### src/rtl/dir_key_conditioner.sv
`default_nettype none
// ============================================================================
// Module      : dir_key_conditioner
// Description : Conditions the five raw, bouncing tank-game push-buttons into
//               clean control signals for the VGA top. Each button passes
//               through a 2-flop synchronizer and a per-key debouncer. The
//               four direction keys then feed a sticky one-hot selector, and
//               the fire key produces a single-cycle pulse per press.
//
//               Optional feature macro: FIRE_REPEAT_EN
//                 defined   -> fire_pulse also auto-repeats every
//                              REPEAT_CYCLES cycles while fire is held
//                 undefined -> exactly one fire_pulse per accepted press
//
// Ports       : clk_25m     in   pixel clock, rising edge
//               rst_n       in   asynchronous, active-low reset
//               key_n[4:0]  in   raw buttons, active-low
//                                [4]=up [3]=down [2]=left [1]=right [0]=fire
//               direction   out  one-hot held direction (1000 up, 0100 down,
//                                0010 left, 0001 right, 0000 none)
//               dir_change  out  1-cycle pulse when direction takes a new
//                                nonzero value
//               fire_pulse  out  1-cycle pulse on fire press / repeat
//               key_state   out  debounced pressed state, active-high
//
// Revision    : 1.0  initial release
// ============================================================================
module dir_key_conditioner #(
    parameter int DEB_CYCLES    = 250000,
    parameter int CNT_W         = 18,
    parameter int REPEAT_CYCLES = 6250000
) (
    input  logic       clk_25m,
    input  logic       rst_n,
    input  logic [4:0] key_n,
    output logic [3:0] direction,
    output logic       dir_change,
    output logic       fire_pulse,
    output logic [4:0] key_state
);

    localparam logic [CNT_W-1:0] c_deb_last = CNT_W'(DEB_CYCLES - 1);

    // ------------------------------------------------------------------------
    // Elaboration-time configuration guards
    // ------------------------------------------------------------------------
    generate
        if ((2 ** CNT_W) <= DEB_CYCLES) begin : g_bad_cnt_w
            $error("dir_key_conditioner: CNT_W too small for DEB_CYCLES");
        end
        if (REPEAT_CYCLES < 2) begin : g_bad_repeat
            $error("dir_key_conditioner: REPEAT_CYCLES must be at least 2");
        end
    endgenerate

    // ------------------------------------------------------------------------
    // Synchronizer: kept in the raw active-low polarity so that the reset
    // value of '1 means "released".
    // ------------------------------------------------------------------------
    logic [4:0] r_sync1;
    logic [4:0] r_sync2;
    logic [4:0] w_pressed;
    logic [4:0] w_key_state;

    always_ff @(posedge clk_25m or negedge rst_n) begin
        if (!rst_n) begin
            r_sync1 <= '1;
            r_sync2 <= '1;
        end else begin
            r_sync1 <= key_n;
            r_sync2 <= r_sync1;
        end
    end

    assign w_pressed = ~r_sync2;

    // ------------------------------------------------------------------------
    // Per-key debouncer: the counter runs only while the synchronized level
    // disagrees with the accepted state, so any disagreement shorter than
    // DEB_CYCLES cycles is forgotten as soon as the level agrees again.
    // ------------------------------------------------------------------------
    genvar k;
    generate
        for (k = 0; k < 5; k++) begin : g_key
            logic [CNT_W-1:0] r_cnt;
            logic             r_state;

            always_ff @(posedge clk_25m or negedge rst_n) begin
                if (!rst_n) begin
                    r_cnt   <= '0;
                    r_state <= 1'b0;
                end else if (w_pressed[k] == r_state) begin
                    r_cnt <= '0;
                end else if (r_cnt == c_deb_last) begin
                    r_state <= ~r_state;
                    r_cnt   <= '0;
                end else begin
                    r_cnt <= r_cnt + 1'b1;
                end
            end

            assign w_key_state[k] = r_state;
        end
    endgenerate

    // ------------------------------------------------------------------------
    // Direction select. key_state[4:1] lines up bit-for-bit with the one-hot
    // direction encoding, so the held key can be checked with a plain AND.
    // ------------------------------------------------------------------------
    logic [3:0] r_dir;
    logic       r_dir_change;
    logic [3:0] w_sel_next;

    always_comb begin
        w_sel_next = 4'b0000;
        if ((r_dir != 4'b0000) && ((r_dir & w_key_state[4:1]) != 4'b0000)) begin
            // Sticky: the current key wins even over higher-priority keys.
            w_sel_next = r_dir;
        end else if (w_key_state[4]) begin
            w_sel_next = 4'b1000;
        end else if (w_key_state[3]) begin
            w_sel_next = 4'b0100;
        end else if (w_key_state[2]) begin
            w_sel_next = 4'b0010;
        end else if (w_key_state[1]) begin
            w_sel_next = 4'b0001;
        end
    end

    always_ff @(posedge clk_25m or negedge rst_n) begin
        if (!rst_n) begin
            r_dir        <= 4'b0000;
            r_dir_change <= 1'b0;
        end else begin
            r_dir        <= w_sel_next;
            r_dir_change <= (w_sel_next != r_dir) && (w_sel_next != 4'b0000);
        end
    end

    // ------------------------------------------------------------------------
    // Fire: edge detect on the debounced state, plus optional auto-repeat.
    // r_fire_prev is the debounced fire level one cycle late; the repeat
    // counter starts on the cycle after the press pulse so that repeats land
    // exactly REPEAT_CYCLES cycles after the previous pulse.
    // ------------------------------------------------------------------------
    logic r_fire_prev;
    logic r_fire_pulse;
    logic w_fire_rise;
    logic w_fire_repeat;

    assign w_fire_rise = w_key_state[0] & ~r_fire_prev;

`ifdef FIRE_REPEAT_EN
    localparam int RC_W = $clog2(REPEAT_CYCLES);
    localparam logic [RC_W-1:0] c_rc_last = RC_W'(REPEAT_CYCLES - 1);

    logic [RC_W-1:0] r_rc;

    assign w_fire_repeat = w_key_state[0] & r_fire_prev & (r_rc == c_rc_last);

    always_ff @(posedge clk_25m or negedge rst_n) begin
        if (!rst_n) begin
            r_rc <= '0;
        end else if (!(w_key_state[0] && r_fire_prev) || w_fire_repeat) begin
            r_rc <= '0;
        end else begin
            r_rc <= r_rc + 1'b1;
        end
    end
`else
    assign w_fire_repeat = 1'b0;
`endif

    always_ff @(posedge clk_25m or negedge rst_n) begin
        if (!rst_n) begin
            r_fire_prev  <= 1'b0;
            r_fire_pulse <= 1'b0;
        end else begin
            r_fire_prev  <= w_key_state[0];
            r_fire_pulse <= w_fire_rise | w_fire_repeat;
        end
    end

    // ------------------------------------------------------------------------
    // Outputs
    // ------------------------------------------------------------------------
    assign key_state  = w_key_state;
    assign direction  = r_dir;
    assign dir_change = r_dir_change;
    assign fire_pulse = r_fire_pulse;

endmodule
`default_nettype wire
### config.mk
export PLATFORM = sky130hd
export DESIGN_NAME = dir_key_conditioner
export DESIGN_NICKNAME = d
export VERILOG_FILES = /design/src/rtl/dir_key_conditioner.sv
export SDC_FILE = /design/constraint.sdc
export NUM_CORES = 1
export LEC_CHECK = 0
export CAP_MARGIN = 15
export CORE_UTILIZATION = 52
export CTS_CLUSTER_SIZE = 30
export DETAILED_ROUTE_END_ITERATION = 10
export PLACE_DENSITY = 0.8
export SLEW_MARGIN = 30
export SYNTH_ARGS = -nofsm -noshare
export SYNTH_HDL_FRONTEND = slang
export SYNTH_SLANG_ARGS = --single-unit
export TNS_END_PERCENT = 1
### constraint.sdc
create_clock -name clk_25m -period 1.7 [get_ports clk_25m]
set_input_delay 0.17 -clock clk_25m [delete_from_list [all_inputs] [get_ports clk_25m]]
set_output_delay 0.17 -clock clk_25m [all_outputs]
set_load 0.01 [all_outputs]
Word level (Yosys, flattened, before mapping)
Cells that the tools add are included.
- flip-flop bits (word level): 112
- output and inout bits: 11
- word-level logic and storage cells: 71
- add/subtract/negate cells: 5
- eq/ne operators: 11
- mux-type cells: 15
- bitwise gates (word level): 14
- reductions and logical operators: 10
- operators by type and width (kind ; count):
    2-to-1 mux 18 bit ; 10
    adder 18 x 1 -> 18 bit (second input constant) ; 5
    == test 18 bit (second input constant) ; 5
    2-to-1 mux 4 bit ; 3
    nonzero test 4 bit ; 3
    inverter 1 bit ; 11
    AND reduction 2 bit ; 5
    == test 1 bit ; 5
    inverter 5 bit ; 1
    bitwise AND 4 bit ; 1
    != test 4 bit ; 1
    logical AND 1 bit ; 2
    2-to-1 mux 2 bit ; 1
    bitwise AND 1 bit ; 1
    2-to-1 mux 1 bit ; 1

Longest topological paths before layout
Gate-level depths: netlist (run 1).
- word-level depth: 7
- depth in mapped cells: 6
- gate-level depth less buffers: 5

Worst setup path after synthesis (run 1)
Ideal clock, no wire load.
- path kind: register to register
- from: register g_key[1].r_cnt[0]
- to: register g_key[1].r_cnt[16]
- setup time: 0.119 ns
- arrival time: 1.757 ns
- data required time: 1.581 ns
- path slack: -0.176 ns
- stages on the path, launching flop included: 7
- buffers on the path: 1
- cell sequence: dfrtp_1 -> ha_1 -> nand3_2 -> or4_1 -> o21ai_2 -> buf_6 -> nor2_1
- cells in the longest elaborated chain, start to end: 3
- elaborated cells between the ends (all ways): 4
- classes of those cells: 1 x add/sub; 1 x eq/ne; 2 x mux
- ends and longest elaborated chain (item ; line ; source):
    start: declaration ; 85 ; logic [CNT_W-1:0] r_cnt;
    start signal: assignment ; 98 ; r_cnt <= r_cnt + 1'b1;
    adder 18 x 1 -> 18 bit / == test 18 bit (equally long branches) ; 98, 94 ;
    2-to-1 mux 18 bit * ; 94 ; end else if (r_cnt == c_deb_last) begin
    2-to-1 mux 18 bit * ; 92 ; end else if (w_pressed[k] == r_state) begin
Mark *: on every way between the ends. The rest lies on a longest branch, timed or not.
A chain may end at the register's enable or synchronous reset.

Worst setup path in the final report (run 1)
- from: register g_key[3].r_cnt[5]
- to: register g_key[3].r_cnt[17]
- cells in the longest elaborated chain, start to end: 3
- elaborated cells between the ends (all ways): 4
- classes of those cells: 1 x add/sub; 1 x eq/ne; 2 x mux
- ends and longest elaborated chain (item ; line):
    start: declaration ; 85
    start signal: assignment ; 98
    adder 18 x 1 -> 18 bit / == test 18 bit (equally long branches) ; 98, 94
    2-to-1 mux 18 bit * ; 94
    2-to-1 mux 18 bit * ; 92
Marks and branches as above.

==> run_summary.xml, run 1 <==
<?xml version="1.0" encoding="UTF-8"?>
<metrics>
  <group name="route">
    <metric name="routed_wire_per_std_cell" unit="microns">15.04</metric>
    <metric name="ant_nets" unit="">0</metric>
    <metric name="number_of_violations_reported_at_the_end_of_detailed_routing_iteration_0" unit="">209</metric>
    <metric name="vias" unit="">4114</metric>
    <metric name="detail_route.vias_per_cell" unit="">5.667</metric>
    <metric name="totalWireLength" unit="mm">10.92</metric>
    <metric name="drc_errors" unit="">0</metric>
    <metric name="dr.pass1.iters" unit="">4</metric>
  </group>
  <group name="setup_path">
    <metric name="end_kind" unit="">flop</metric>
    <metric name="cp-start-kind" unit="">flop</metric>
    <metric name="crit_path_max_fanout" unit="">4</metric>
    <metric name="path_class" unit="">reg -&gt; reg</metric>
    <metric name="worst_ep_arrival_time" unit="ns">2.03</metric>
    <metric name="timing.critical_path.required" unit="ns">2.00</metric>
  </group>
  <group name="synthesis">
    <metric name="instance_count_of_the_mapped_netlist" unit="">521</metric>
    <metric name="synth_simple_gate_area_share" unit="%">25.18</metric>
    <metric name="share_of_synthesized_area_occupied_by_flip_flops_and_latches" unit="%">52.31</metric>
    <metric name="postSynthNetCount" unit="">533</metric>
    <metric name="number_of_enable_flip_flop_cells_after_synthesis" unit="">0</metric>
    <metric name="multiplexer_share_of_the_synthesized_area" unit="%">0.7440</metric>
    <metric name="post_synth_fa_ha_maj_area_fraction" unit="%">1.163</metric>
    <metric name="synthesis.area_per_instance" unit="sq um">10.33</metric>
    <metric name="ys_top_cells_by_area" unit="">sky130_fd_sc_hd__dfrtp_1, sky130_fd_sc_hd__xnor2_1, sky130_fd_sc_hd__nor2_1, sky130_fd_sc_hd__dfstp_2, sky130_fd_sc_hd__nor4_1</metric>
    <metric name="netlist.area_leader.share" unit="%">47.43</metric>
    <metric name="synth_xor_xnor_area_share" unit="%">12.21</metric>
    <metric name="syn_area" unit="sq um">5381</metric>
    <metric name="synthFlopType" unit="">sky130_fd_sc_hd__dfrtp_1</metric>
    <metric name="synth_warnings" unit="">0</metric>
    <metric name="synth_cell_types" unit="">41</metric>
    <metric name="synth_top_family_by_area" unit="">simple AND/OR/NAND/NOR gates</metric>
    <metric name="synth-seq-cells" unit="">112</metric>
    <metric name="synth_compound_area_share" unit="%">5.394</metric>
    <metric name="postSynth.asyncResetShare" unit="%">100.0</metric>
    <metric name="yosysTopAreaCell" unit="">sky130_fd_sc_hd__dfrtp_1</metric>
  </group>
  <group name="cts">
    <metric name="cts.sinks" unit="">112</metric>
    <metric name="cts_root_buffer" unit="">sky130_fd_sc_hd__clkbuf_8</metric>
    <metric name="clk-insertion-delay-late" unit="ns">0.37</metric>
    <metric name="cts_made_buffers" unit="">9</metric>
    <metric name="worst_case_clock_buffer_depth" unit="">2</metric>
    <metric name="clk_pin_slew_worst_paths" unit="ns">0.10</metric>
    <metric name="cts_tree" unit="">done</metric>
    <metric name="cts.htree.levels" unit="">3</metric>
  </group>
  <group name="floorplanning">
    <metric name="die_boundary_width" unit="microns">103.7</metric>
    <metric name="coreArea" unit="sq um">9910</metric>
    <metric name="initial_utilization" unit="%">54.31</metric>
    <metric name="fp.dieH" unit="microns">103.7</metric>
    <metric name="design.portCount" unit="">18</metric>
    <metric name="placement_rows" unit="">36</metric>
    <metric name="die_area" unit="sq um">10760</metric>
  </group>
  <group name="power_and_ir_drop">
    <metric name="power_density" unit="nW/um^2">723.3</metric>
    <metric name="sw_frac_of_total" unit="%">23.62</metric>
    <metric name="pwr-share-clk" unit="%">36.0</metric>
    <metric name="power.share.sequential" unit="%">59.0</metric>
    <metric name="share_comb_of_total_power" unit="%">5.0</metric>
    <metric name="ir_drop" unit="V">0.0005210</metric>
    <metric name="p_int" unit="mW">3.556</metric>
    <metric name="total_leakage_power" unit="nW">2.573</metric>
    <metric name="p_switching" unit="mW">1.100</metric>
  </group>
  <group name="finish">
    <metric name="post_route_cells_drive_above_1_share" unit="%">20.07</metric>
    <metric name="syn_to_final_growth" unit="%">19.60</metric>
    <metric name="fillerInstances" unit="">772</metric>
    <metric name="antenna_cells_inserted" unit="">0</metric>
    <metric name="post-route-util" unit="%">64.95</metric>
    <metric name="final_nets" unit="">600</metric>
  </group>
  <group name="global_routing">
    <metric name="grt_antenna_before_repair" unit="">0</metric>
    <metric name="global_route.usage.total" unit="%">21.37</metric>
    <metric name="grt_overflow" unit="">0</metric>
    <metric name="grt_pass1_vias" unit="">4003</metric>
    <metric name="maximum_number_of_pins_on_one_net_before_global_route_repair" unit="">73</metric>
    <metric name="wire_length_of_the_first_global_routing_pass" unit="mm">18.69</metric>
  </group>
  <group name="sta">
    <metric name="setup_violations" unit="">1</metric>
    <metric name="post-route-min-period" unit="ns">1.730</metric>
    <metric name="timing.fmax" unit="MHz">578.1</metric>
    <metric name="fin_skew" unit="ns">0.01328</metric>
    <metric name="maxSlewHeadroom" unit="%">68.30</metric>
    <metric name="drv_slew" unit="">0</metric>
    <metric name="final_hold_viol_count" unit="">0</metric>
    <metric name="timing.final.crit_share" unit="%">101.7</metric>
    <metric name="grt_setup_unrepaired" unit="">true</metric>
    <metric name="timing_worst_slew_pin_value" unit="ns">0.4711</metric>
    <metric name="post-route-worst-setup-slack" unit="ns">-0.02967</metric>
  </group>
  <group name="placement">
    <metric name="gp_congestion" unit="">0.8606</metric>
    <metric name="detailedPlace.worstSlack" unit="ns">-0.08322</metric>
    <metric name="dp_hpwl" unit="mm">7.574</metric>
    <metric name="port_buffers" unit="">17</metric>
  </group>
  <group name="job">
    <metric name="cap_violations" unit="">0</metric>
  </group>
  <group name="status">
    <metric name="run_status" unit="">finished with violations</metric>
    <metric name="violated_checks" unit="">negative setup slack</metric>
  </group>
  <group name="hold_path">
    <metric name="hold_path_class" unit="">in -&gt; async</metric>
  </group>
</metrics>
==> per-layer routing <==
metal	wire [microns]	vias to the layer above	GRT usage, %
li1	-	1968	-
met3	333	20	3.650
met1	4935	2051	28.74
met5	0	-	0
met4	175	0	8.571
met2	5477	75	34.61
==> cell families (layout without fill, tap and decap cells) <==
family | count (synthesis) | count (layout)
AND/OR/NAND/NOR | 261 | 261
XOR/XNOR | 75 | 75
flip-flops | 112 | 112
adder cells (fa/ha/maj) | 5 | 5
AO/OA/AOI/OAI | 33 | 33
multiplexers | 4 | 4
buffers and inverters | 31 | 103
==> synthesized netlist by cell type (4+ instances only) <==
master / count
sky130_fd_sc_hd__o21ai_0: 7
sky130_fd_sc_hd__or4_1: 5
sky130_fd_sc_hd__nor2_1: 94
sky130_fd_sc_hd__mux2i_1: 4
sky130_fd_sc_hd__dfrtp_1: 102
sky130_fd_sc_hd__nand3_1: 28
sky130_fd_sc_hd__inv_1: 17
sky130_fd_sc_hd__o31ai_1: 6
sky130_fd_sc_hd__xnor2_1: 54
sky130_fd_sc_hd__or3_1: 6
sky130_fd_sc_hd__xor2_1: 21
sky130_fd_sc_hd__nor4_1: 32
sky130_fd_sc_hd__dfstp_2: 10
sky130_fd_sc_hd__buf_4: 7
sky130_fd_sc_hd__o41ai_4: 4
sky130_fd_sc_hd__nand2_1: 36
sky130_fd_sc_hd__nand4_1: 24
sky130_fd_sc_hd__a21oi_1: 10
sky130_fd_sc_hd__nor3_1: 12
sky130_fd_sc_hd__ha_1: 5
sky130_fd_sc_hd__and4_1: 6
==> worst paths after layout <==
kind	startpoint	endpoint	slack, ns	cells after the start
min in group clk_25m	key_n[2]	r_sync1[2]$_DFF_PN1_	0.19	1
min	rst_n	g_key[3].r_cnt[14]$_DFF_PN0_	0.15	2
max in group asynchronous	rst_n	r_sync1[3]$_DFF_PN1_	0.94	3
min reg2reg	r_sync1[2]$_DFF_PN1_	r_sync2[2]$_DFF_PN1_	0.36	0
max reg2reg	g_key[3].r_cnt[5]$_DFF_PN0_	g_key[3].r_cnt[17]$_DFF_PN0_	-0.03	5
max	g_key[3].r_cnt[5]$_DFF_PN0_	g_key[3].r_cnt[17]$_DFF_PN0_	-0.03	5
==> cell type report <==
class	count	area, sq um	share of cell area [%]
inverters	17	63.81	0.9914
clock buffers	10	137.6	2.138
repair buffers	70	645.6	10.03
multi-input cells	378	2521	39.17
flip-flops and latches	112	2826	43.92
well taps	133	166.4	2.586
clock inverters	6	75.07	1.166
==> registers in the layout (all words and copies together), names as in the netlist <==
register	cells
fire_pulse	1
r_sync2	5
r_sync1	5
dir_change	1
g_key.r_cnt	90
g_key.r_state	5
r_fire_prev	1
direction	4
==> stage by stage <==
stage               hold WS, ns  power [mW]  instance area (sq um)  cells  TNS [ns]
finish                   0.1467       4.655                   6436    726  -0.02967
global route             0.1505       4.850                   6436    726   -0.2959
CTS                      0.1440       4.697                   6360    725         0
detailed placement     -0.01068       3.027                   6087    707    -2.223
global placement      -0.009052       3.016                   6087    707         0
floorplan               -0.1256       2.898                   5413    521    -1.564
==> power by group through the flow <==
stage	sequential [mW]	combinational [mW]	clock, mW
after floorplan	2.80	0.102	0
after global placement	2.80	0.219	0
after detailed placement	2.80	0.227	0
after CTS	2.75	0.235	1.71
after global routing	2.75	0.267	1.83
final	2.75	0.234	1.67
==> what timing repair did <==
item | CTS | global route
hold buffers | 1 | 0
setup endpoints to repair | 56 | 84
hold endpoints to repair | 102 | 0
cloned | 0 | 0
buffers inserted | 1 | 1
pin swaps | 3 | 7
resized for setup | 9 | 20
==> critical path: stages, from the launching register on <==
cell and delay, ns:
sky130_fd_sc_hd__dfrtp_1 0.42, sky130_fd_sc_hd__buf_6 0.14, sky130_fd_sc_hd__nand3_2 0.09, sky130_fd_sc_hd__or3_4 0.36, sky130_fd_sc_hd__or4b_4 0.50, sky130_fd_sc_hd__a21oi_2 0.15
==> placed cells by master, fill, tap and decap left out, drive strengths merged <==
cell type      synthesis  final
dfrtp                102    102
nor2                  94     94
xnor2                 54     54
buf                   11     53
nand2                 36     36
nor4                  32     32
nand3                 29     29
nand4                 27     27
xor2                  21     21
inv                   17     19
clkdlybuf4s50          0     16
nor3                  12     12
clkbuf                 3     10
dfstp                 10     10
a21oi                 10     10
o21ai                  8      8
o41ai                  7      7
or3                    7      7
o31ai                  6      6
and4                   6      6
or4                    6      6
ha                     5      5
mux2i                  4      4
or4b                   3      3
nor4bb                 2      2
a22oi                  2      2
clkinv                 0      2
nor4b                  2      2
and4bb                 1      1
and3                   1      1
nand4b                 1      1
or2                    1      1
or2b                   1      1
bufinv                 0      1
clkinvlp               0      1
dlygate4sd3            0      1
No activity file was read; power rests on OpenSTA's default activity.
==> inputs of run 2 (changes only) <==
--- a/config.mk
+++ b/config.mk
@@ -5,7 +5,9 @@
 export SDC_FILE = /design/constraint.sdc
 export NUM_CORES = 1
 export LEC_CHECK = 0
+export ABC_CLOCK_PERIOD_IN_PS = 1700
 export CAP_MARGIN = 15
+export CORE_MARGIN = 4
 export CORE_UTILIZATION = 52
 export CTS_CLUSTER_SIZE = 30
 export DETAILED_ROUTE_END_ITERATION = 10
==> run 2 against run 1 <==
Against the previous run:
- clock power decreased by 4%
- critical path depth decreased by 1
- via count decreased by 0.80%
- sequential power about the same
- first-iteration DRC count increased by 20%
- the flow still finishes with violations (negative setup slack)
- count of clock-buffer cells in the layout increased by 2
- cell count increased by 0.83%
- power decreased by 1.3%
==> run_summary.xml, run 2 (synthesis results as in run 1) <==
<?xml version="1.0" encoding="UTF-8"?>
<metrics>
  <group name="placement">
    <metric name="dp_hpwl" unit="mm">7.637</metric>
    <metric name="gp_congestion" unit="">0.8882</metric>
    <metric name="detailedPlace.worstSlack" unit="ns">-0.05379</metric>
    <metric name="port_buffers" unit="">17</metric>
    <metric name="place_area" unit="sq um">6125</metric>
    <metric name="post-place-cells" unit="">712</metric>
  </group>
  <group name="global_routing">
    <metric name="wire_length_of_the_first_global_routing_pass" unit="mm">18.90</metric>
    <metric name="grt_overflow" unit="">0</metric>
    <metric name="grt_antenna_before_repair" unit="">0</metric>
    <metric name="maximum_number_of_pins_on_one_net_before_global_route_repair" unit="">43</metric>
    <metric name="global_route.usage.total" unit="%">19.89</metric>
    <metric name="grt_pass1_vias" unit="">4136</metric>
  </group>
  <group name="sta">
    <metric name="post-route-worst-setup-slack" unit="ns">-0.03457</metric>
    <metric name="maxSlewHeadroom" unit="%">70.45</metric>
    <metric name="timing.fmax" unit="MHz">576.5</metric>
    <metric name="timing.final.crit_share" unit="%">102.0</metric>
    <metric name="drv_slew" unit="">0</metric>
    <metric name="fin_skew" unit="ns">0.01681</metric>
    <metric name="grt_setup_unrepaired" unit="">true</metric>
    <metric name="final_hold_viol_count" unit="">0</metric>
    <metric name="setup_violations" unit="">3</metric>
    <metric name="timing_worst_slew_pin_value" unit="ns">0.4392</metric>
    <metric name="post-route-min-period" unit="ns">1.735</metric>
    <metric name="setup_tns" unit="ns">-0.04732</metric>
  </group>
  <group name="power_and_ir_drop">
    <metric name="fin_total_pwr" unit="mW">4.596</metric>
    <metric name="ir_drop" unit="V">0.0006168</metric>
    <metric name="total_leakage_power" unit="nW">2.588</metric>
    <metric name="power_density" unit="nW/um^2">713.7</metric>
  </group>
  <group name="setup_path">
    <metric name="cp-start-kind" unit="">flop</metric>
    <metric name="path_class" unit="">reg -&gt; reg</metric>
    <metric name="end_kind" unit="">flop</metric>
    <metric name="timing.critical_path.required" unit="ns">2.00</metric>
    <metric name="slowest_stage" unit="">sky130_fd_sc_hd__or4b_1</metric>
    <metric name="worst_ep_arrival_time" unit="ns">2.04</metric>
    <metric name="crit_path_leading_delay_family" unit="">simple AND/OR/NAND/NOR gates</metric>
    <metric name="crit_path_max_incr_delay" unit="ns">0.50</metric>
    <metric name="crit_path_max_fanout" unit="">5</metric>
    <metric name="cp_cell_sequence" unit="">nand2_1 -&gt; or3_4 -&gt; or4b_1 -&gt; a21oi_1</metric>
    <metric name="critPathBufInv" unit="">0</metric>
  </group>
  <group name="status">
    <metric name="run_status" unit="">finished with violations</metric>
    <metric name="violated_checks" unit="">negative setup slack</metric>
  </group>
  <group name="finish">
    <metric name="layout.cells.most_common" unit="">sky130_fd_sc_hd__dfrtp_1</metric>
    <metric name="antenna_cells_inserted" unit="">0</metric>
    <metric name="max_flop_register" unit="">g_key.r_cnt</metric>
    <metric name="multi_input_comb_area" unit="sq um">2509</metric>
    <metric name="largest_register_ffs" unit="">90</metric>
    <metric name="syn_to_final_growth" unit="%">19.67</metric>
    <metric name="layout.cells.most_common_list" unit="">sky130_fd_sc_hd__dfrtp_1, sky130_fd_sc_hd__nor2_1, sky130_fd_sc_hd__xnor2_1</metric>
    <metric name="area.sequential" unit="sq um">2824</metric>
    <metric name="fillerInstances" unit="">769</metric>
    <metric name="design_area" unit="sq um">6440</metric>
    <metric name="post_route_cells_drive_above_1_share" unit="%">19.87</metric>
    <metric name="final_cells" unit="">732</metric>
    <metric name="final_nets" unit="">606</metric>
  </group>
  <group name="route">
    <metric name="met3WireLength" unit="microns">483</metric>
    <metric name="totalWireLength" unit="mm">10.87</metric>
    <metric name="dr.max_layer_used" unit="">met4</metric>
    <metric name="dr.pass1.iters" unit="">5</metric>
    <metric name="number_of_violations_reported_at_the_end_of_detailed_routing_iteration_0" unit="">251</metric>
    <metric name="ant_nets" unit="">0</metric>
    <metric name="wirelength_met1" unit="mm">4.747</metric>
    <metric name="vias" unit="">4081</metric>
    <metric name="routed-wl-met2" unit="mm">5.508</metric>
    <metric name="detail_route.vias_per_cell" unit="">5.575</metric>
    <metric name="routed_wire_per_std_cell" unit="microns">14.86</metric>
    <metric name="drc_errors" unit="">0</metric>
  </group>
  <group name="floorplanning">
    <metric name="die_boundary_width" unit="microns">109.7</metric>
    <metric name="design.portCount" unit="">18</metric>
    <metric name="die_area" unit="sq um">12040</metric>
    <metric name="fp.dieH" unit="microns">109.7</metric>
    <metric name="placement_rows" unit="">36</metric>
    <metric name="coreArea" unit="sq um">9910</metric>
    <metric name="initial_utilization" unit="%">54.31</metric>
  </group>
  <group name="cts">
    <metric name="cts_tree" unit="">done</metric>
    <metric name="cts_root_buffer" unit="">sky130_fd_sc_hd__clkbuf_8</metric>
    <metric name="cts.htree.levels" unit="">3</metric>
    <metric name="cts_made_buffers" unit="">9</metric>
    <metric name="clk-insertion-delay-late" unit="ns">0.39</metric>
    <metric name="worst_case_clock_buffer_depth" unit="">2</metric>
    <metric name="clk_pin_slew_worst_paths" unit="ns">0.10</metric>
    <metric name="cts.sinks" unit="">112</metric>
  </group>
  <group name="job">
    <metric name="cap_violations" unit="">0</metric>
  </group>
  <group name="hold_path">
    <metric name="hold_path_class" unit="">in -&gt; reg</metric>
  </group>
</metrics>
==> run 2: through the flow <==
step | utilization (%) | hold WS (ns)
finish | 64.99 | 0.1751
global route | 64.99 | 0.1530
CTS | 64.04 | 0.1598
detailed placement | 61.81 | 0.1489
global placement | 61.81 | 0.1466
floorplan | - | -0.1256
==> run 2: cell type report <==
class	instances	share of cell area [%]
flip-flops and latches	112	43.85
repair buffers	76	10.55
multi-input cells	378	38.95
inverters	17	0.9909
well taps	133	2.584
clock buffers	12	2.254
clock inverters	4	0.8160
==> run 2: report_power, final <==
group	total [mW]	switching (mW)	internal (mW)	leakage [nW]
Combinational	0.234	0.135	0.0988	0.980
Clock	1.61	0.884	0.730	0.101
Sequential	2.75	0.0367	2.71	1.51
Total	4.60	1.06	3.54	2.59
==> run 2: path summary, 6_finish.rpt <==
| check | from | end | cells past startpoint | slack, ns |
|---|---|---|---|---|
| setup / recovery | g_key[3].r_cnt[9]$_DFF_PN0_ | g_key[3].r_cnt[15]$_DFF_PN0_ | 4 | -0.03 |
| hold / removal | key_n[4] | r_sync1[4]$_DFF_PN1_ | 1 | 0.18 |
| setup reg to reg | g_key[3].r_cnt[9]$_DFF_PN0_ | g_key[3].r_cnt[15]$_DFF_PN0_ | 4 | -0.03 |
| hold reg to reg | r_sync1[0]$_DFF_PN1_ | r_sync2[0]$_DFF_PN1_ | 0 | 0.36 |
| max in group asynchronous | rst_n | r_sync2[1]$_DFF_PN1_ | 3 | 0.81 |
| min in group asynchronous | rst_n | g_key[0].r_cnt[11]$_DFF_PN0_ | 2 | 0.27 |
==> run 2: metal layers <==
metal	global-route usage (%)	up-vias
li1	-	1979
met1	25.31	2001
met2	33.57	89
met3	5.578	12
met4	5.165	0
met5	0	-
==> run 2: worst register-to-register path, stage by stage, from the launching register on <==
cell                      delay (ns)
sky130_fd_sc_hd__dfrtp_1        0.46
sky130_fd_sc_hd__nand2_1        0.11
sky130_fd_sc_hd__or3_4          0.42
sky130_fd_sc_hd__or4b_1         0.50
sky130_fd_sc_hd__a21oi_1        0.16
==> run 2: timing repair <==
action,CTS,global route
resized for setup,1,21
pin swaps,1,15
hold buffers,1,0
buffers inserted,1,2
endpoints found under the setup margin,37,66
hold endpoints to repair,27,0
==> inputs of run 3 (changes only) <==
--- a/config.mk
+++ b/config.mk
@@ -5,9 +5,9 @@
 export SDC_FILE = /design/constraint.sdc
 export NUM_CORES = 1
 export LEC_CHECK = 0
+export ABC_AREA = 1
 export ABC_CLOCK_PERIOD_IN_PS = 1700
 export CAP_MARGIN = 15
-export CORE_MARGIN = 4
 export CORE_UTILIZATION = 52
 export CTS_CLUSTER_SIZE = 30
 export DETAILED_ROUTE_END_ITERATION = 10
==> run 3 against run 2 <==
Against the previous run:
- the run now ends clean
- synthesized cell count rose by 59%
- via count rose by 25%
- clock skew fell by 0.0094 ns
- first-iteration DRC count rose by 36%
- worst hold slack got worse by 0.022 ns
- non-clock buffer count fell by 46
- die area rose by 2.1%
- fmax rose by 6.8%
- final area rose by 6.8%
- register-to-register slack improved by 0.20 ns
- core utilization fell by 5.0 points
- combinational power fell by 12%
- largest cell class is now multi-input gates
==> run_summary.xml, run 3 <==
<?xml version="1.0" encoding="UTF-8"?>
<metrics>
  <group name="route">
    <metric name="routed_wire_per_std_cell" unit="microns">12.23</metric>
    <metric name="number_of_violations_reported_at_the_end_of_detailed_routing_iteration_0" unit="">342</metric>
    <metric name="detail_route.vias_per_cell" unit="">5.046</metric>
    <metric name="vias" unit="">5102</metric>
    <metric name="ant_nets" unit="">0</metric>
    <metric name="totalWireLength" unit="mm">12.36</metric>
    <metric name="drc_errors" unit="">0</metric>
    <metric name="dr.pass1.iters" unit="">5</metric>
  </group>
  <group name="synthesis">
    <metric name="postSynthNetCount" unit="">840</metric>
    <metric name="synth-seq-cells" unit="">112</metric>
    <metric name="synthFlopType" unit="">sky130_fd_sc_hd__dfrtp_1</metric>
    <metric name="share_of_synthesized_area_occupied_by_flip_flops_and_latches" unit="%">45.69</metric>
    <metric name="yosysTopAreaCell" unit="">sky130_fd_sc_hd__dfrtp_1</metric>
    <metric name="instance_count_of_the_mapped_netlist" unit="">828</metric>
    <metric name="number_of_enable_flip_flop_cells_after_synthesis" unit="">0</metric>
    <metric name="syn_area" unit="sq um">6162</metric>
    <metric name="postSynth.asyncResetShare" unit="%">100.0</metric>
    <metric name="synthesis.area_per_instance" unit="sq um">7.442</metric>
    <metric name="synth_warnings" unit="">0</metric>
    <metric name="synth_cell_types" unit="">29</metric>
    <metric name="most_frequent_cells_after_synthesis" unit="">sky130_fd_sc_hd__nand2_1, sky130_fd_sc_hd__nor2_1, sky130_fd_sc_hd__inv_1, sky130_fd_sc_hd__dfrtp_1, sky130_fd_sc_hd__nand3_1</metric>
    <metric name="ys_top_cells_by_area" unit="">sky130_fd_sc_hd__dfrtp_1, sky130_fd_sc_hd__nand2_1, sky130_fd_sc_hd__nor2_1, sky130_fd_sc_hd__inv_1, sky130_fd_sc_hd__dfstp_2</metric>
    <metric name="synth_most_common_cell" unit="">sky130_fd_sc_hd__nand2_1</metric>
    <metric name="netlist.area_leader.share" unit="%">41.42</metric>
  </group>
  <group name="floorplanning">
    <metric name="die_boundary_width" unit="microns">110.9</metric>
    <metric name="fp.dieH" unit="microns">110.9</metric>
    <metric name="die_area" unit="sq um">12290</metric>
    <metric name="design.portCount" unit="">18</metric>
    <metric name="initial_utilization" unit="%">53.74</metric>
    <metric name="coreArea" unit="sq um">11470</metric>
    <metric name="placement_rows" unit="">39</metric>
  </group>
  <group name="finish">
    <metric name="syn_to_final_growth" unit="%">11.63</metric>
    <metric name="largest_register_ffs" unit="">90</metric>
    <metric name="max_flop_register" unit="">g_key.r_cnt</metric>
    <metric name="final_cells" unit="">1011</metric>
    <metric name="post_route_cells_drive_above_1_share" unit="%">9.101</metric>
    <metric name="final_nets" unit="">875</metric>
    <metric name="layout.cells.most_common" unit="">sky130_fd_sc_hd__nand2_1</metric>
    <metric name="antenna_cells_inserted" unit="">0</metric>
    <metric name="layout.cells.most_common_list" unit="">sky130_fd_sc_hd__nand2_1, sky130_fd_sc_hd__nor2_1, sky130_fd_sc_hd__inv_1</metric>
  </group>
  <group name="power_and_ir_drop">
    <metric name="p_switching" unit="mW">1.135</metric>
    <metric name="share_comb_of_total_power" unit="%">4.1</metric>
    <metric name="pwr-share-clk" unit="%">40.5</metric>
    <metric name="power.share.sequential" unit="%">55.4</metric>
    <metric name="total_leakage_power" unit="nW">3.002</metric>
    <metric name="power_density" unit="nW/um^2">722.3</metric>
    <metric name="p_int" unit="mW">3.834</metric>
    <metric name="ir_drop" unit="V">0.0006918</metric>
    <metric name="sw_frac_of_total" unit="%">22.84</metric>
  </group>
  <group name="sta">
    <metric name="maxSlewHeadroom" unit="%">72.22</metric>
    <metric name="drv_slew" unit="">0</metric>
    <metric name="timing_worst_slew_pin_value" unit="ns">0.4135</metric>
    <metric name="setup_violations" unit="">0</metric>
    <metric name="final_hold_viol_count" unit="">0</metric>
    <metric name="fin_skew" unit="ns">0.007376</metric>
    <metric name="setup_tns" unit="ns">0</metric>
    <metric name="timing.final.crit_share" unit="%">95.56</metric>
    <metric name="timing.fmax" unit="MHz">615.6</metric>
    <metric name="post-route-min-period" unit="ns">1.625</metric>
    <metric name="grt_setup_unrepaired" unit="">false</metric>
  </group>
  <group name="global_routing">
    <metric name="global_route.usage.total" unit="%">21.46</metric>
    <metric name="grt_antenna_before_repair" unit="">0</metric>
    <metric name="maximum_number_of_pins_on_one_net_before_global_route_repair" unit="">66</metric>
    <metric name="grt_overflow" unit="">0</metric>
    <metric name="grt_pass1_vias" unit="">4706</metric>
    <metric name="wire_length_of_the_first_global_routing_pass" unit="mm">21.29</metric>
  </group>
  <group name="setup_path">
    <metric name="crit_path_max_incr_delay" unit="ns">0.60</metric>
    <metric name="critPathBufInv" unit="">1</metric>
    <metric name="cp_cell_sequence" unit="">clkdlybuf4s50_1</metric>
    <metric name="crit_path_max_fanout" unit="">7</metric>
    <metric name="slowest_stage" unit="">sky130_fd_sc_hd__clkdlybuf4s50_1</metric>
    <metric name="end_kind" unit="">output pin</metric>
    <metric name="timing.critical_path.required" unit="ns">1.53</metric>
    <metric name="crit_path_leading_delay_family" unit="">buffers and inverters</metric>
    <metric name="worst_ep_arrival_time" unit="ns">1.45</metric>
    <metric name="crit-reg2reg-launch" unit="">g_key[4].r_cnt[0]$_DFF_PN0_</metric>
    <metric name="cp-start-kind" unit="">flop</metric>
    <metric name="path_class" unit="">reg -&gt; out</metric>
    <metric name="cp-startpoint" unit="">g_key[2].r_state$_DFFE_PN0P_</metric>
  </group>
  <group name="cts">
    <metric name="clk-insertion-delay-late" unit="ns">0.35</metric>
    <metric name="cts_tree" unit="">done</metric>
    <metric name="worst_case_clock_buffer_depth" unit="">2</metric>
    <metric name="cts_root_buffer" unit="">sky130_fd_sc_hd__clkbuf_16</metric>
    <metric name="cts.sinks" unit="">112</metric>
    <metric name="clk_pin_slew_worst_paths" unit="ns">0.07</metric>
    <metric name="cts_made_buffers" unit="">9</metric>
    <metric name="cts.htree.levels" unit="">3</metric>
  </group>
  <group name="job">
    <metric name="cap_violations" unit="">0</metric>
  </group>
  <group name="placement">
    <metric name="post-place-cells" unit="">994</metric>
    <metric name="port_buffers" unit="">17</metric>
    <metric name="dp_hpwl" unit="mm">9.183</metric>
    <metric name="gp_congestion" unit="">0.9328</metric>
  </group>
  <group name="hold_path">
    <metric name="hold_path_class" unit="">in -&gt; async</metric>
  </group>
  <group name="status">
    <metric name="run_status" unit="">finished clean</metric>
  </group>
</metrics>
[run 3: cell types whose count changed after synthesis, sizes merged, moves of 7 or more]
cell	before	now
nand3	29	53
o21ai	8	16
or3	7	0
o41ai	7	0
nand2	36	223
nor4	32	1
nor2	94	207
nor3	12	22
xor2	21	31
xnor2	54	12
nand4	27	13
inv	17	103
[run 3: kinds of logic after synthesis]
family | synth area share, %
flip-flops | 45.69
adder cells (fa/ha/maj) | 1.015
AO/OA/AOI/OAI | 2.802
AND/OR/NAND/NOR | 37.06
XOR/XNOR | 6.477
buffers and inverters | 6.964
[run 3: timing repair]
item	CTS	global route
cloned	0	0
endpoints found under the setup margin	1	12
buffers inserted	0	0
hold buffers	1	0
resized for setup	1	2
endpoints found under the hold margin	102	0
pin swaps	0	0
[run 3: metrics by stage]
| step | util, % | setup slack (ns) | total power, mW | hold slack, ns | area (sq um) |
|---|---|---|---|---|---|
| after CTS | 59.97 | 0.06544 | 5.034 | 0.1421 | 6877 |
| after floorplan | - | 0.2945 | 2.883 | -0.1256 | 6162 |
| final | 59.99 | 0.07546 | 4.969 | 0.1528 | 6879 |
| after detailed placement | 57.39 | 0.1453 | 3.011 | -0.02292 | 6581 |
| after global placement | 57.39 | 0.1852 | 3.004 | -0.02242 | 6581 |
| after global routing | 59.99 | 0.006961 | 5.175 | 0.1614 | 6879 |
[run 3: per-layer routing]
| metal | part of all wire, % | GRT usage [%] | routed length, microns |
|---|---|---|---|
| met5 | 0 | 0 | 0 |
| met4 | 2.0 | 7.467 | 246 |
| met3 | 4.7 | 4.702 | 576 |
| met2 | 47 | 34.49 | 5854 |
| met1 | 46 | 28.77 | 5686 |
[run 3: path summary, 6_finish.rpt]
check                                          endpoint  slack [ns]  cells past startpoint
setup / recovery                           key_state[2]        0.08                      1
hold / removal             g_key[4].r_cnt[15]$_DFF_PN0_        0.15                      2
setup reg to reg           g_key[4].r_cnt[16]$_DFF_PN0_        0.17                      8
hold reg to reg                    r_sync2[1]$_DFF_PN1_        0.36                      0
max in group asynchronous          r_sync2[1]$_DFF_PN1_        0.98                      3
min in group clk_25m               r_sync1[0]$_DFF_PN1_        0.22                      1
[run 3: power groups by stage]
stage | Sequential (mW) | Combinational (mW) | Clock [mW]
detailed placement | 2.80 | 0.209 | 0
finish | 2.75 | 0.205 | 2.01
floorplan | 2.80 | 0.0877 | 0
global route | 2.76 | 0.239 | 2.18
CTS | 2.75 | 0.212 | 2.07
global placement | 2.80 | 0.205 | 0
[run 3: cell type report]
cell class                 instances  area (sq um)
sequential                       112          2819
clock buffer                      11         242.7
clock inverter                     5         41.29
tap                              143         178.9
multi-input combinational        607          2918
fill                            1027          4588
inverter                         103         386.6
timing repair buffer              30         292.8
